### config.mk
export PLATFORM = sky130hd
export DESIGN_NAME = cruise_speed_unit_flat
export DESIGN_NICKNAME = d
export VERILOG_FILES = /design/src/rtl/cruise_speed_unit_if.sv /design/src/rtl/cruise_speed_unit.sv /design/src/flat_wrapper.sv
export SDC_FILE = /design/constraint.sdc
export NUM_CORES = 1
export LEC_CHECK = 0
export CORE_ASPECT_RATIO = 0.7
export CORE_MARGIN = 3
export CORE_UTILIZATION = 53
export DETAILED_ROUTE_END_ITERATION = 10
export PLACE_DENSITY_LB_ADDON = 0.1
export SLEW_MARGIN = 20
export SYNTH_ARGS = -nofsm -noshare
export SYNTH_HDL_FRONTEND = slang
export SYNTH_SLANG_ARGS = --single-unit
### constraint.sdc
create_clock -name clock -period 7.62 [get_ports clock]
set_input_delay 1.524 -clock clock [delete_from_list [all_inputs] [get_ports clock]]
set_output_delay 1.524 -clock clock [all_outputs]
set_load 0.02 [all_outputs]
### src/rtl/cruise_speed_unit_if.sv
// Command/result bundle between the cruise mode controller and the speed unit.
// Latency: n/a (wiring only); the master drives commands, the slave returns registered results.
// Backpressure: cmd_valid/cmd_ready handshake; cmd_ready drops while a ramp is running.
interface cruise_speed_unit_if #(
    parameter int W = 8
) ();
    logic         cmd_valid;  // command present
    logic         cmd_ready;  // unit can accept a command
    logic [2:0]   mode;       // 000 LOAD, 001 CMP, 010 INC, 011 DEC, 100 RAMP
    logic [W-1:0] c_speed;    // measured speed
    logic [W-1:0] d_speed;    // desired speed / ramp target
    logic         abort;      // terminate an active ramp
    logic [W-1:0] out_speed;  // registered speed result
    logic         out_valid;  // one-cycle pulse: out_speed updated
    logic         L;          // c_speed <  d_speed at last CMP
    logic         EQ;         // c_speed == d_speed at last CMP
    logic         G;          // c_speed >  d_speed at last CMP
    logic         sat;        // last result was clamped
    logic         busy;       // ramp in progress
    logic         ramp_done;  // one-cycle pulse: ramp reached target

    modport master (
        output cmd_valid, mode, c_speed, d_speed, abort,
        input  cmd_ready, out_speed, out_valid, L, EQ, G, sat, busy, ramp_done
    );

    modport slave (
        input  cmd_valid, mode, c_speed, d_speed, abort,
        output cmd_ready, out_speed, out_valid, L, EQ, G, sat, busy, ramp_done
    );
endinterface

### src/rtl/cruise_speed_unit.sv
// Cruise speed arithmetic: LOAD/CMP/INC/DEC with clamping, plus a slewed RAMP toward a target.
// Latency: 1 cycle from accept to out_valid; ramp steps land every RAMP_DIV cycles after accept.
// Backpressure: cmd_ready is high only in IDLE; commands held during a ramp wait for its end.
// Ports: clock, reset (async, active-high), bus (slave modport of cruise_speed_unit_if).
module cruise_speed_unit #(
    parameter int W         = 8,
    parameter int STEP      = 5,
    parameter int MIN_SPEED = 0,
    parameter int MAX_SPEED = 255,
    parameter int RAMP_DIV  = 4
) (
    input  logic                  clock,
    input  logic                  reset,
    cruise_speed_unit_if.slave    bus
);
    // Two guard bits so every "x < limit" test can be read off a borrow bit,
    // keeping the clamps free of constant comparisons when a limit sits at 0 or 2^W-1.
    localparam int XW = W + 2;
    localparam logic [XW-1:0] MIN_X     = XW'(MIN_SPEED);
    localparam logic [XW-1:0] MAX_X     = XW'(MAX_SPEED);
    localparam logic [XW-1:0] STEP_X    = XW'(STEP);
    localparam logic [XW-1:0] MINSTEP_X = XW'(MIN_SPEED + STEP);
    localparam logic [W-1:0]  MIN_W     = W'(MIN_SPEED);
    localparam logic [W-1:0]  MAX_W     = W'(MAX_SPEED);
    localparam logic [W-1:0]  STEP_W    = W'(STEP);

    localparam int CW = (RAMP_DIV > 1) ? $clog2(RAMP_DIV) : 1;
    localparam logic [CW-1:0] CNT_LAST = CW'(RAMP_DIV - 1);

    localparam logic [2:0] MODE_LOAD = 3'b000;
    localparam logic [2:0] MODE_CMP  = 3'b001;
    localparam logic [2:0] MODE_INC  = 3'b010;
    localparam logic [2:0] MODE_DEC  = 3'b011;
    localparam logic [2:0] MODE_RAMP = 3'b100;

    typedef enum logic {
        ST_IDLE = 1'b0,
        ST_RAMP = 1'b1
    } state_t;

    state_t        state_q, state_d;
    logic [W-1:0]  out_speed_q, out_speed_d;
    logic [W-1:0]  target_q, target_d;
    logic [CW-1:0] cnt_q, cnt_d;
    logic          out_valid_q, out_valid_d;
    logic          ramp_done_q, ramp_done_d;
    logic          l_q, l_d, eq_q, eq_d, g_q, g_d;
    logic          sat_q, sat_d;

    // ---------------- clamp / INC / DEC arithmetic ----------------
    logic [XW-1:0] d_x, lo_diff, hi_diff, inc_sum, inc_gap, dec_gap, dec_diff;
    logic          below_min, above_max, clamp_sat, inc_over, dec_floor;
    logic [W-1:0]  clamp_val, inc_val, dec_val;

    always_comb begin
        d_x       = {2'b00, bus.d_speed};
        lo_diff   = d_x - MIN_X;
        hi_diff   = MAX_X - d_x;
        below_min = lo_diff[XW-1];
        above_max = hi_diff[XW-1];
        clamp_sat = below_min | above_max;
        clamp_val = below_min ? MIN_W : (above_max ? MAX_W : bus.d_speed);

        // INC: carry-out of the W-bit sum lands in the guard bits and so also clamps.
        inc_sum   = d_x + STEP_X;
        inc_gap   = MAX_X - inc_sum;
        inc_over  = inc_gap[XW-1];
        inc_val   = inc_over ? MAX_W : inc_sum[W-1:0];

        // DEC: floor at MIN_SPEED instead of wrapping.
        dec_gap   = d_x - MINSTEP_X;
        dec_floor = dec_gap[XW-1];
        dec_diff  = d_x - STEP_X;
        dec_val   = dec_floor ? MIN_W : dec_diff[W-1:0];
    end

    // ---------------- ramp step toward target ----------------
    logic          ramp_up;
    logic [W-1:0]  ramp_dist, ramp_stp, ramp_next;

    always_comb begin
        ramp_up   = target_q > out_speed_q;
        ramp_dist = ramp_up ? (target_q - out_speed_q) : (out_speed_q - target_q);
        // The last step is shortened so the ramp never overshoots the target.
        ramp_stp  = (ramp_dist < STEP_W) ? ramp_dist : STEP_W;
        ramp_next = ramp_up ? (out_speed_q + ramp_stp) : (out_speed_q - ramp_stp);
    end

    // ---------------- next-state / outputs ----------------
    always_comb begin
        state_d     = state_q;
        out_speed_d = out_speed_q;
        target_d    = target_q;
        cnt_d       = cnt_q;
        out_valid_d = 1'b0;
        ramp_done_d = 1'b0;
        l_d         = l_q;
        eq_d        = eq_q;
        g_d         = g_q;
        sat_d       = sat_q;

        unique case (state_q)
            ST_IDLE: begin
                if (bus.cmd_valid) begin
                    unique case (bus.mode)
                        MODE_LOAD: begin
                            out_speed_d = clamp_val;
                            sat_d       = clamp_sat;
                            out_valid_d = 1'b1;
                        end
                        MODE_CMP: begin
                            l_d         = bus.c_speed <  bus.d_speed;
                            eq_d        = bus.c_speed == bus.d_speed;
                            g_d         = bus.c_speed >  bus.d_speed;
                            out_valid_d = 1'b1;
                        end
                        MODE_INC: begin
                            out_speed_d = inc_val;
                            sat_d       = inc_over;
                            out_valid_d = 1'b1;
                        end
                        MODE_DEC: begin
                            out_speed_d = dec_val;
                            sat_d       = dec_floor;
                            out_valid_d = 1'b1;
                        end
                        MODE_RAMP: begin
                            target_d = clamp_val;
                            sat_d    = clamp_sat;
                            if (clamp_val == out_speed_q) begin
                                // Already there: report completion without entering RAMP.
                                out_valid_d = 1'b1;
                                ramp_done_d = 1'b1;
                            end else begin
                                state_d = ST_RAMP;
                                cnt_d   = '0;
                            end
                        end
                        default: ; // reserved modes are consumed silently
                    endcase
                end
            end
            ST_RAMP: begin
                if (cnt_q == CNT_LAST && ramp_next == target_q) begin
                    // Final step wins over a coincident abort.
                    cnt_d       = '0;
                    out_speed_d = ramp_next;
                    out_valid_d = 1'b1;
                    ramp_done_d = 1'b1;
                    state_d     = ST_IDLE;
                end else if (bus.abort) begin
                    cnt_d   = '0;
                    state_d = ST_IDLE;
                end else if (cnt_q == CNT_LAST) begin
                    cnt_d       = '0;
                    out_speed_d = ramp_next;
                    out_valid_d = 1'b1;
                end else begin
                    cnt_d = cnt_q + 1'b1;
                end
            end
            default: state_d = ST_IDLE;
        endcase
    end

    always_ff @(posedge clock or posedge reset) begin
        if (reset) begin
            state_q     <= ST_IDLE;
            out_speed_q <= MIN_W;
            target_q    <= MIN_W;
            cnt_q       <= '0;
            out_valid_q <= 1'b0;
            ramp_done_q <= 1'b0;
            l_q         <= 1'b0;
            eq_q        <= 1'b0;
            g_q         <= 1'b0;
            sat_q       <= 1'b0;
        end else begin
            state_q     <= state_d;
            out_speed_q <= out_speed_d;
            target_q    <= target_d;
            cnt_q       <= cnt_d;
            out_valid_q <= out_valid_d;
            ramp_done_q <= ramp_done_d;
            l_q         <= l_d;
            eq_q        <= eq_d;
            g_q         <= g_d;
            sat_q       <= sat_d;
        end
    end

    assign bus.cmd_ready = (state_q == ST_IDLE);
    assign bus.busy      = (state_q == ST_RAMP);
    assign bus.out_speed = out_speed_q;
    assign bus.out_valid = out_valid_q;
    assign bus.ramp_done = ramp_done_q;
    assign bus.L         = l_q;
    assign bus.EQ        = eq_q;
    assign bus.G         = g_q;
    assign bus.sat       = sat_q;
endmodule

### src/flat_wrapper.sv
// flat-port wrapper written by rule: the top's interface ports become plain ports
module cruise_speed_unit_flat 
#(
    parameter int W         = 8,
    parameter int STEP      = 5,
    parameter int MIN_SPEED = 0,
    parameter int MAX_SPEED = 255,
    parameter int RAMP_DIV  = 4
)
  (clock, reset, bus_cmd_valid, bus_mode, bus_c_speed, bus_d_speed, bus_abort, bus_cmd_ready, bus_out_speed, bus_out_valid, bus_L, bus_EQ, bus_G, bus_sat, bus_busy, bus_ramp_done);
  cruise_speed_unit_if #(.W(W)) bus_i ();
  input  logic clock;
  input  logic reset;
  input wire logic [$bits(bus_i.cmd_valid)-1:0] bus_cmd_valid;
  input wire logic [$bits(bus_i.mode)-1:0] bus_mode;
  input wire logic [$bits(bus_i.c_speed)-1:0] bus_c_speed;
  input wire logic [$bits(bus_i.d_speed)-1:0] bus_d_speed;
  input wire logic [$bits(bus_i.abort)-1:0] bus_abort;
  output wire logic [$bits(bus_i.cmd_ready)-1:0] bus_cmd_ready;
  output wire logic [$bits(bus_i.out_speed)-1:0] bus_out_speed;
  output wire logic [$bits(bus_i.out_valid)-1:0] bus_out_valid;
  output wire logic [$bits(bus_i.L)-1:0] bus_L;
  output wire logic [$bits(bus_i.EQ)-1:0] bus_EQ;
  output wire logic [$bits(bus_i.G)-1:0] bus_G;
  output wire logic [$bits(bus_i.sat)-1:0] bus_sat;
  output wire logic [$bits(bus_i.busy)-1:0] bus_busy;
  output wire logic [$bits(bus_i.ramp_done)-1:0] bus_ramp_done;
  assign bus_i.cmd_valid = bus_cmd_valid;
  assign bus_i.mode = bus_mode;
  assign bus_i.c_speed = bus_c_speed;
  assign bus_i.d_speed = bus_d_speed;
  assign bus_i.abort = bus_abort;
  assign bus_cmd_ready = bus_i.cmd_ready;
  assign bus_out_speed = bus_i.out_speed;
  assign bus_out_valid = bus_i.out_valid;
  assign bus_L = bus_i.L;
  assign bus_EQ = bus_i.EQ;
  assign bus_G = bus_i.G;
  assign bus_sat = bus_i.sat;
  assign bus_busy = bus_i.busy;
  assign bus_ramp_done = bus_i.ramp_done;
  cruise_speed_unit #(.W(W), .STEP(STEP), .MIN_SPEED(MIN_SPEED), .MAX_SPEED(MAX_SPEED), .RAMP_DIV(RAMP_DIV)) u_core (.clock(clock), .reset(reset), .bus(bus_i));
endmodule
# Yosys cells after proc, flatten, opt, wreduce, memory -nomap -nowiden

Cells that the tools add are included.

Bits in registers: 25
Output and inout port bits: 16
Bits of input ports: 23

Equality and inequality tests: 14
Bitwise logic cells: 1
Order comparisons: 4
Multiplexer cells: 37
Reductions and logical operators: 10
$add $sub $neg: 9

Operator list:

| kind                                                       | count |
|---|---|
| two-way mux 8 bit                                          | 10 |
| equality test 8 bit                                        | 3 |
| one-hot mux 8 bit (3 select lines)                         | 1 |
| subtractor 8 bit                                           | 3 |
| greater-than comparator 8 bit                              | 2 |
| one-hot mux 8 bit (2 select lines)                         | 1 |
| two-way mux 1 bit                                          | 13 |
| two-way mux 2 bit                                          | 6 |
| AND reduction 3 bit                                        | 4 |
| subtractor 8 x 10 -> 10 bit, first input constant          | 1 |
| adder 8 x 3 -> 9 bit, second input constant                | 1 |
| subtractor 8 x 3 -> 9 bit, second input constant           | 1 |
| subtractor 8 x 8 -> 9 bit, first input constant            | 1 |
| adder 8 bit                                                | 1 |
| less-than comparator 8 x 3 -> 1 bit, second input constant | 1 |
| less-than comparator 8 bit                                 | 1 |
| one-hot mux 1 bit (2 select lines)                         | 4 |
| equality test 3 x 2 -> 1 bit, second input constant        | 2 |
| != test 3 bit, second input constant                       | 2 |
| != test 2 bit, second input constant                       | 2 |
| != test 4 x 1 -> 1 bit, second input constant              | 1 |
| one-hot mux 2 bit (2 select lines)                         | 1 |
| AND reduction 4 bit                                        | 1 |
| OR reduction 4 bit                                         | 1 |
| 11 further kinds                                           | 11 |

# Logic depth before layout (Yosys ltp)

Gate-level depths: netlist of run 1.

Depth after elaboration: 10
Depth in mapped cells: 27
Mapped depth without buffers: 26

# Worst setup path before layout of run 1

OpenSTA, ideal clock, no wires.

Path type: register to register
Start point: register u_core.out_speed_q[1], in the netlist u_core.bus.out_speed[1]
End point: register u_core.out_speed_q[5], in the netlist u_core.bus.out_speed[5]
Data required time: 7.497 ns
Cell stages (with the launch flop): 25
Period minus slack after synthesis: 5.733 ns
Setup time: 0.123 ns
Setup slack: 1.887 ns
Path buffers: 0
Data arrival time: 5.610 ns
Cell sequence: dfrtp_1 -> inv_1 -> fa_1 -> a211oi_4 -> o21bai_1 -> a21oi_1 -> xnor2_1 -> o311ai_1 -> nand2_1 -> o21bai_1 -> a21oi_1 -> and2_1 -> ha_1 -> and2_1 -> a31o_2 -> fa_1 -> nor2b_1 -> o22ai_2 -> xnor2_1 -> mux2_2 -> nor4_1 -> o2111ai_1 -> nor2_1 -> a21boi_4 -> o221a_1

Longest elaborated chain between the ends: 10
Elaborated cells on any way between the ends: 18

Ends and longest elaborated chain:

| item                                                                                | RTL line                                           | RTL |
|---|---|---|
| from (decl)                                                                         | cruise_speed_unit.sv:42                            | `logic [W-1:0] out_speed_q, out_speed_d;` |
| from (signal assigned)                                                              | cruise_speed_unit.sv:180                           | `out_speed_q <= out_speed_d;` |
| subtractor 8 bit or greater-than comparator 8 bit (tied branches)                   | cruise_speed_unit.sv:83, cruise_speed_unit.sv:82   |  |
| two-way mux 8 bit                                                                   | cruise_speed_unit.sv:83                            | `ramp_dist = ramp_up ? (target_q - out_speed_q) : (out_speed_q - target_q);` |
| less-than comparator 8 x 3 -> 1 bit                                                 | cruise_speed_unit.sv:85                            | `ramp_stp = (ramp_dist < STEP_W) ? ramp_dist : STEP_W;` |
| two-way mux 8 bit                                                                   | cruise_speed_unit.sv:85                            |  |
| subtractor 8 bit or adder 8 bit (tied branches)                                     | cruise_speed_unit.sv:86                            | `ramp_next = ramp_up ? (out_speed_q + ramp_stp) : (out_speed_q - ramp_stp);` |
| two-way mux 8 bit (*)                                                               | cruise_speed_unit.sv:86                            |  |
| equality test 8 bit or two-way mux 8 bit (tied branches)                            | cruise_speed_unit.sv:144, cruise_speed_unit.sv:154 |  |
| logical AND 1 bit or two-way mux 8 bit (tied branches)                              | cruise_speed_unit.sv:144, cruise_speed_unit.sv:151 |  |
| != test 3 bit (no line) or two-way mux 8 bit (tied branches)                        | n/a                                                |  |
| AND reduction 4 bit (no line) or one-hot mux 8 bit (2 select lines) (tied branches) | n/a                                                |  |

Every way passes the cells marked *; elsewhere a longest branch is shown, timed or not. The select of a mux whose other input is x is not followed.
A chain may end at the register's enable or synchronous reset.

# Worst setup path after layout of run 1

Ends and elaborated chain as after synthesis.

==> impl_metrics.ini, run 1 <==
[clock_tree]
postCtsSetupRepairBufs = 0
ctsHtreeMaxLevel = 1
clock_tree.root_cell = clkbuf_8
post_cts_resized = 0
clkSinkCount = 25
clk_transition_reported_paths_ns = 0.09
clk_path_buf_depth = 2
cts_hold_buffers = 0
cts_inserted_buffers = 3
tritoncts = done
clkLatencyLatePin_ns = 0.27

[placement]
hpwlAfterDp_mm = 8.04
dpl_cell_area_um2 = 3810
place_congestion = 0.928
place.port_buffers = 38

[floorplanning]
top_level_ports = 39
number_of_core_rows = 23
effective_utilization_at_floorplan_pct = 57.3
die_height_um = 73.5
dieWidth_um = 102
floorplan.die_area_um2 = 7530
area_of_the_placeable_core_um2 = 6010

[grt]
first_pass_grt_wire_length_mm = 16.4
grt_max_degree = 26
grt_antenna_before_repair = 0
grt_pass1_vias = 3176
track_usage_pct = 27.5
grt_overflow = 0

[drt]
met1Wirelength_mm = 5.02
top_layer_used = met4
wl_mm = 10.0
routedWlPerCell_um = 18.7
drtIter0Drc = 421
detailroute.wirelength.met2_mm = 3.90
wl_met3_mm = 1.08
drt_drc_violations_left = 0
number_of_antenna_violating_nets_in_the_routed_design = 0
dr.pass1.iters = 5
vias = 3503
viasPerCell = 6.54

[sta]
maxSlewHeadroom_pct = 35.8
grt_setup_unrepaired = false
report.final.slew_viol_count = 0
max_slew.worst_pin.slew_ns = 0.962
max_clock_freq_mhz = 150
report.final.hold_viol_count = 0
timing.final.crit_share_pct = 87.4
setup_tns_ns = 0
fin_worst_skew_ns = 0.00991
finalSetupViolCount = 0
min_period_ns = 6.66

[worst_setup_path]
worstPathBufferInverterCount = 1
cp_data_required_time_ns = 7.79
critical_path_startpoint_category = flop
cp_slowest_cell = fa_1
timing.critical_path.max_delay_family = compound AO/OA/AOI/OAI gates
timing.setup.critical_path_class = flop to flop
crit_chain = inv_1 > fa_1 > a211oi_4 > o21bai_1 > a21oi_1 > xnor2_1 > o311ai_1 > nand2_1 > o21bai_1 > a21oi_1 > and2_1 > ha_1 > and2_1 > a31o_2 > fa_1 > nor2b_1 > o22ai_2 > xnor2_1 > mux2_2 > nor4_1 > o2111ai_1 > nor2_1 > a21boi_4 > o221a_1
worst_ep_arrival_time_ns = 6.83
critical_path_sink_type = flop
path_max_fanout = 7
critPathMaxStageDelay_ns = 0.57

[yosys]
synth_compound_gate_area_share_pct = 30.3
synth_top_cell_area_share_pct = 18.1
main_combinational_cell_family_by_area_after_synthesis = compound AO/OA/AOI/OAI gates
cell_types_occupying_the_most_area_after_synthesis = dfrtp_1, ha_1, o21ai_0
post_synth.cell_area_avg_um2 = 7.78
synth_edf_count = 0
ys_seq_area_share_pct = 18.1
synthArstFlopShare_pct = 100
synthFlopType = dfrtp_1
synth_xor_area_share_pct = 9.25
synth.lib_cells_used.distinct = 67
synthMuxAreaShare_pct = 2.18
post_synth_and_or_nand_nor_area_fraction_pct = 18.2
ys_warn_count = 0
ys_seq_elements = 25
synthesis.area_um2 = 3450
yosysTopAreaCell = dfrtp_1
yosys.area_share.adder_pct = 14.1
synthesis.instances = 443
postSynthNetCount = 503

[power_and_ir_drop]
power_leakage_nw = 1.65
vdd.ir_drop.worst_mv = 0.116
power.density_nw_per_um2 = 259

[final_layout]
finish.net_count = 522
filler_cell_count = 548
layout.cells.most_common = inv_1
postLayoutCellArea_um2 = 3860
insertedDiodeCount = 0
synthToLayoutAreaGrowth_pct = 11.9
layout_common_cells = inv_1, o21ai_0, clkdlybuf4s50_1, ha_1, nand2_1
drive_above_1_share_pct = 4.56

[run_status]
outcome = finished, final reports clean

[worst_hold_path]
holdCritPathClass = flop to flop

[flow_run]
drv_cap = 0
==> flip-flops by register name, indices dropped and copies added, names as in the netlist <==
| register | cells |
|---|---|
| u_core.bus.sat | 1 |
| u_core.bus.G | 1 |
| u_core.bus.busy | 1 |
| u_core.target_q | 8 |
| u_core.bus.EQ | 1 |
| u_core.bus.out_valid | 1 |
| u_core.bus.L | 1 |
| u_core.cnt_q | 2 |
| u_core.bus.ramp_done | 1 |
| u_core.bus.out_speed | 8 |
==> where the power goes <==
group | switching [mW] | leakage (nW) | internal (mW) | total (mW)
Combinational | 0.421 | 1.32 | 0.306 | 0.726
Clock | 0.0418 | 0.0228 | 0.0375 | 0.0793
Sequential | 0.0388 | 0.306 | 0.154 | 0.193
==> worst paths after layout <==
kind / startpoint / endpoint / slack (ns) / depth (start not counted)
min in group asynchronous: reset / u_core.bus.out_valid / 1.78 / 2
worst min-delay path: u_core.cnt_q[1] / u_core.cnt_q[1] / 0.51 / 2
worst max register to register: u_core.bus.out_speed[1] / u_core.bus.out_speed[5] / 0.96 / 24
worst max-delay path: u_core.bus.out_speed[1] / u_core.bus.out_speed[5] / 0.96 / 24
worst min register to register: u_core.cnt_q[1] / u_core.cnt_q[1] / 0.51 / 2
max in group asynchronous: reset / u_core.bus.out_speed[3] / 5.25 / 2
==> per-stage QoR <==
step	power [mW]	std cells	hold slack (ns)	utilization (%)	worst slack, ns
3_5_place_dp	0.900	532	0.480	63.4	1.17
6_report	0.999	536	0.507	64.2	0.961
5_1_grt	1.07	536	0.535	64.2	0.629
2_1_floorplan	0.737	443	0.453	-	1.89
4_1_cts	0.983	536	0.502	64.2	1.12
3_3_place_gp	0.885	532	0.469	63.4	1.39
==> synthesized netlist by cell type (all sizes together), types with 3 or more instances <==
| cell | n |
|---|---|
| a2111oi | 3 |
| a211oi | 8 |
| a21o | 8 |
| a21oi | 28 |
| a31oi | 9 |
| a41oi | 3 |
| and2 | 3 |
| and3 | 3 |
| buf | 7 |
| clkbuf | 18 |
| dfrtp | 25 |
| fa | 3 |
| ha | 34 |
| inv | 41 |
| mux2 | 4 |
| mux2i | 3 |
| nand2 | 30 |
| nand2b | 6 |
| nand3 | 7 |
| nand4 | 8 |
| nor2 | 29 |
| nor2b | 9 |
| nor3 | 16 |
| nor4 | 6 |
| o211ai | 3 |
| o21a | 4 |
| o21ai | 40 |
| o21bai | 3 |
| o221a | 4 |
| o221ai | 6 |
| o22ai | 4 |
| o31ai | 7 |
| or2 | 3 |
| or3 | 3 |
| xnor2 | 15 |
| xor2 | 16 |
==> routing by layer <==
metal | track usage [%] | vias to the layer above
li1 | - | 1653
met1 | 45.8 | 1640
met2 | 36.7 | 203
met3 | 6.07 | 7
met4 | 1.89 | 0
met5 | 0 | -
==> area by class of cell <==
type,instances,area (um^2),share of cell area (%)
timing repair buffer,39,388,10.0
inverter,41,154,3.99
multi-input combinational,352,2550,66.2
tap,75,93.8,2.43
clock buffer,4,45.0,1.17
sequential,25,626,16.2
==> worst min-delay path, delay by kind of cell, from the launching register on <==
kind	cells	cell delay (ns)
simple gates	1	0.06
compound gates	1	0.06
flops	1	0.36
==> kinds of logic after synthesis <==
family / after synthesis
flip-flops: 25
AND/OR/NAND/NOR: 127
buffers and inverters: 66
multiplexers: 7
adder cells (fa/ha/maj): 37
AO/OA/AOI/OAI: 148
XOR/XNOR: 33
Note: power is estimated with default switching activity, not from simulation.
==> run 2: changes to the inputs <==
Settings changed: CORE_UTILIZATION 53 to 50, SKIP_CTS_REPAIR_TIMING set to 1.
==> impl_metrics.ini, run 2 (synthesis results as in run 1) <==
[run_status]
outcome = finished, final reports clean

[power_and_ir_drop]
p_int_mw = 0.497
net-switching-power_mw = 0.499
comb_power_share_pct = 72.7
clock_power_share_pct = 8.0
sw_frac_of_total_pct = 50.1
vdd.ir_drop.worst_mv = 0.106
power_leakage_nw = 1.65
power.density_nw_per_um2 = 257
pwr-share-seq_pct = 19.4

[drt]
drtIter0Drc = 414
viasPerCell = 6.34
number_of_antenna_violating_nets_in_the_routed_design = 0
wl_mm = 10.3
dr.pass1.iters = 5
vias = 3499
drt_drc_violations_left = 0
routedWlPerCell_um = 18.6

[floorplanning]
top_level_ports = 39
area_of_the_placeable_core_um2 = 6460
dieWidth_um = 105
number_of_core_rows = 24
floorplan.die_area_um2 = 7950
die_height_um = 75.5
effective_utilization_at_floorplan_pct = 53.4

[sta]
setup_tns_ns = 0
finalSetupViolCount = 0
report.final.hold_viol_count = 0
timing.final.crit_share_pct = 87.3
max_slew.worst_pin.slew_ns = 1.00
grt_setup_unrepaired = false
min_period_ns = 6.65
max_clock_freq_mhz = 150
fin_worst_skew_ns = 0.00510
maxSlewHeadroom_pct = 33.3
report.final.slew_viol_count = 0

[final_layout]
insertedDiodeCount = 0
layout.cells.most_common = inv_1
layout_common_cells = inv_1, o21ai_0, clkdlybuf4s50_1, ha_1, nand2_1
utilization_pct = 60.1
finish.net_count = 522
drive_above_1_share_pct = 4.56
synthToLayoutAreaGrowth_pct = 12.5

[worst_setup_path]
critical_path_startpoint_category = flop
worst_r2r_path_depth = 24
cp_data_required_time_ns = 7.78
path_max_fanout = 7
critical_path_sink_type = flop
worst_ep_arrival_time_ns = 6.81
reg2reg_setup_slack_ns = 0.97
timing.setup.critical_path_class = flop to flop

[grt]
first_pass_grt_wire_length_mm = 16.5
grt_max_degree = 26
grt_pass1_vias = 3155
grt_overflow = 0
grt_antenna_before_repair = 0
track_usage_pct = 26.0

[clock_tree]
clk_transition_reported_paths_ns = 0.09
tritoncts = done
cts_inserted_buffers = 3
clkSinkCount = 25
clock_tree.root_cell = clkbuf_8
ctsHtreeMaxLevel = 1
clkLatencyLatePin_ns = 0.27
clk_path_buf_depth = 2

[flow_run]
drv_cap = 0

[placement]
place.port_buffers = 38
hpwlAfterDp_mm = 8.23
place_congestion = 0.970

[worst_hold_path]
holdCritPathClass = flop to flop
hold_depth = 2
## run 2: worst paths after layout
check,startpoint,to
min in group asynchronous,reset,u_core.bus.out_speed[2]
setup reg to reg,u_core.bus.out_speed[1],u_core.bus.out_speed[6]
hold reg to reg,u_core.bus.G,u_core.bus.G
hold / removal,u_core.bus.G,u_core.bus.G
setup / recovery,u_core.bus.out_speed[1],u_core.bus.out_speed[6]
max in group asynchronous,reset,u_core.target_q[3]
## run 2: power by group through the flow
stage | clock network [mW] | logic [mW] | registers [mW]
after floorplan | 0 | 0.542 | 0.194
after global placement | 0 | 0.693 | 0.194
after detailed placement | 0 | 0.704 | 0.195
after CTS | 0.0814 | 0.708 | 0.192
after global routing | 0.0862 | 0.791 | 0.196
final | 0.0792 | 0.724 | 0.193
## run 2: layer usage
layer | track usage (%) | share of wire [%]
met1 | 39.5 | 48
met2 | 36.6 | 39
met3 | 8.30 | 12
met4 | 3.35 | 0.41
met5 | 0 | 0
## run 2: metrics by stage
step | hold slack [ns] | worst slack, ns | instances | total power, mW | instance area (um^2)
2_1_floorplan | 0.453 | 1.89 | 443 | 0.737 | 3450
3_3_place_gp | 0.466 | 1.37 | 548 | 0.887 | 3830
3_5_place_dp | 0.477 | 1.11 | 548 | 0.899 | 3830
4_1_cts | 0.502 | 1.06 | 552 | 0.982 | 3880
5_1_grt | 0.509 | 0.608 | 552 | 1.07 | 3880
6_report | 0.507 | 0.967 | 552 | 0.996 | 3880
## run 2: final cells by class
cell class	count	area (um^2)
Multi-Input combinational cell	352	2550
Tap cell	91	114
Inverter	41	154
Fill cell	592	2580
Sequential cell	25	626
Clock buffer	4	45.0
Timing Repair Buffer	39	388
## run 2: critical path: stages (launching register included)
cell and delay [ns]:
dfrtp_1 0.55, inv_1 0.22, fa_1 0.57, a211oi_4 0.33, o21bai_1 0.12, a21oi_1 0.18
xnor2_1 0.14, o311ai_1 0.43, nand2_1 0.11, o21bai_1 0.19, a21oi_1 0.21, and2_1 0.16
ha_1 0.22, and2_1 0.15, a31o_2 0.23, fa_1 0.56, xor2_1 0.16, nand4_1 0.18
nor4_1 0.36, nand4_1 0.13, nor4_1 0.20, o2111ai_1 0.35, nor2_1 0.39, a21boi_4 0.15
o221a_1 0.25
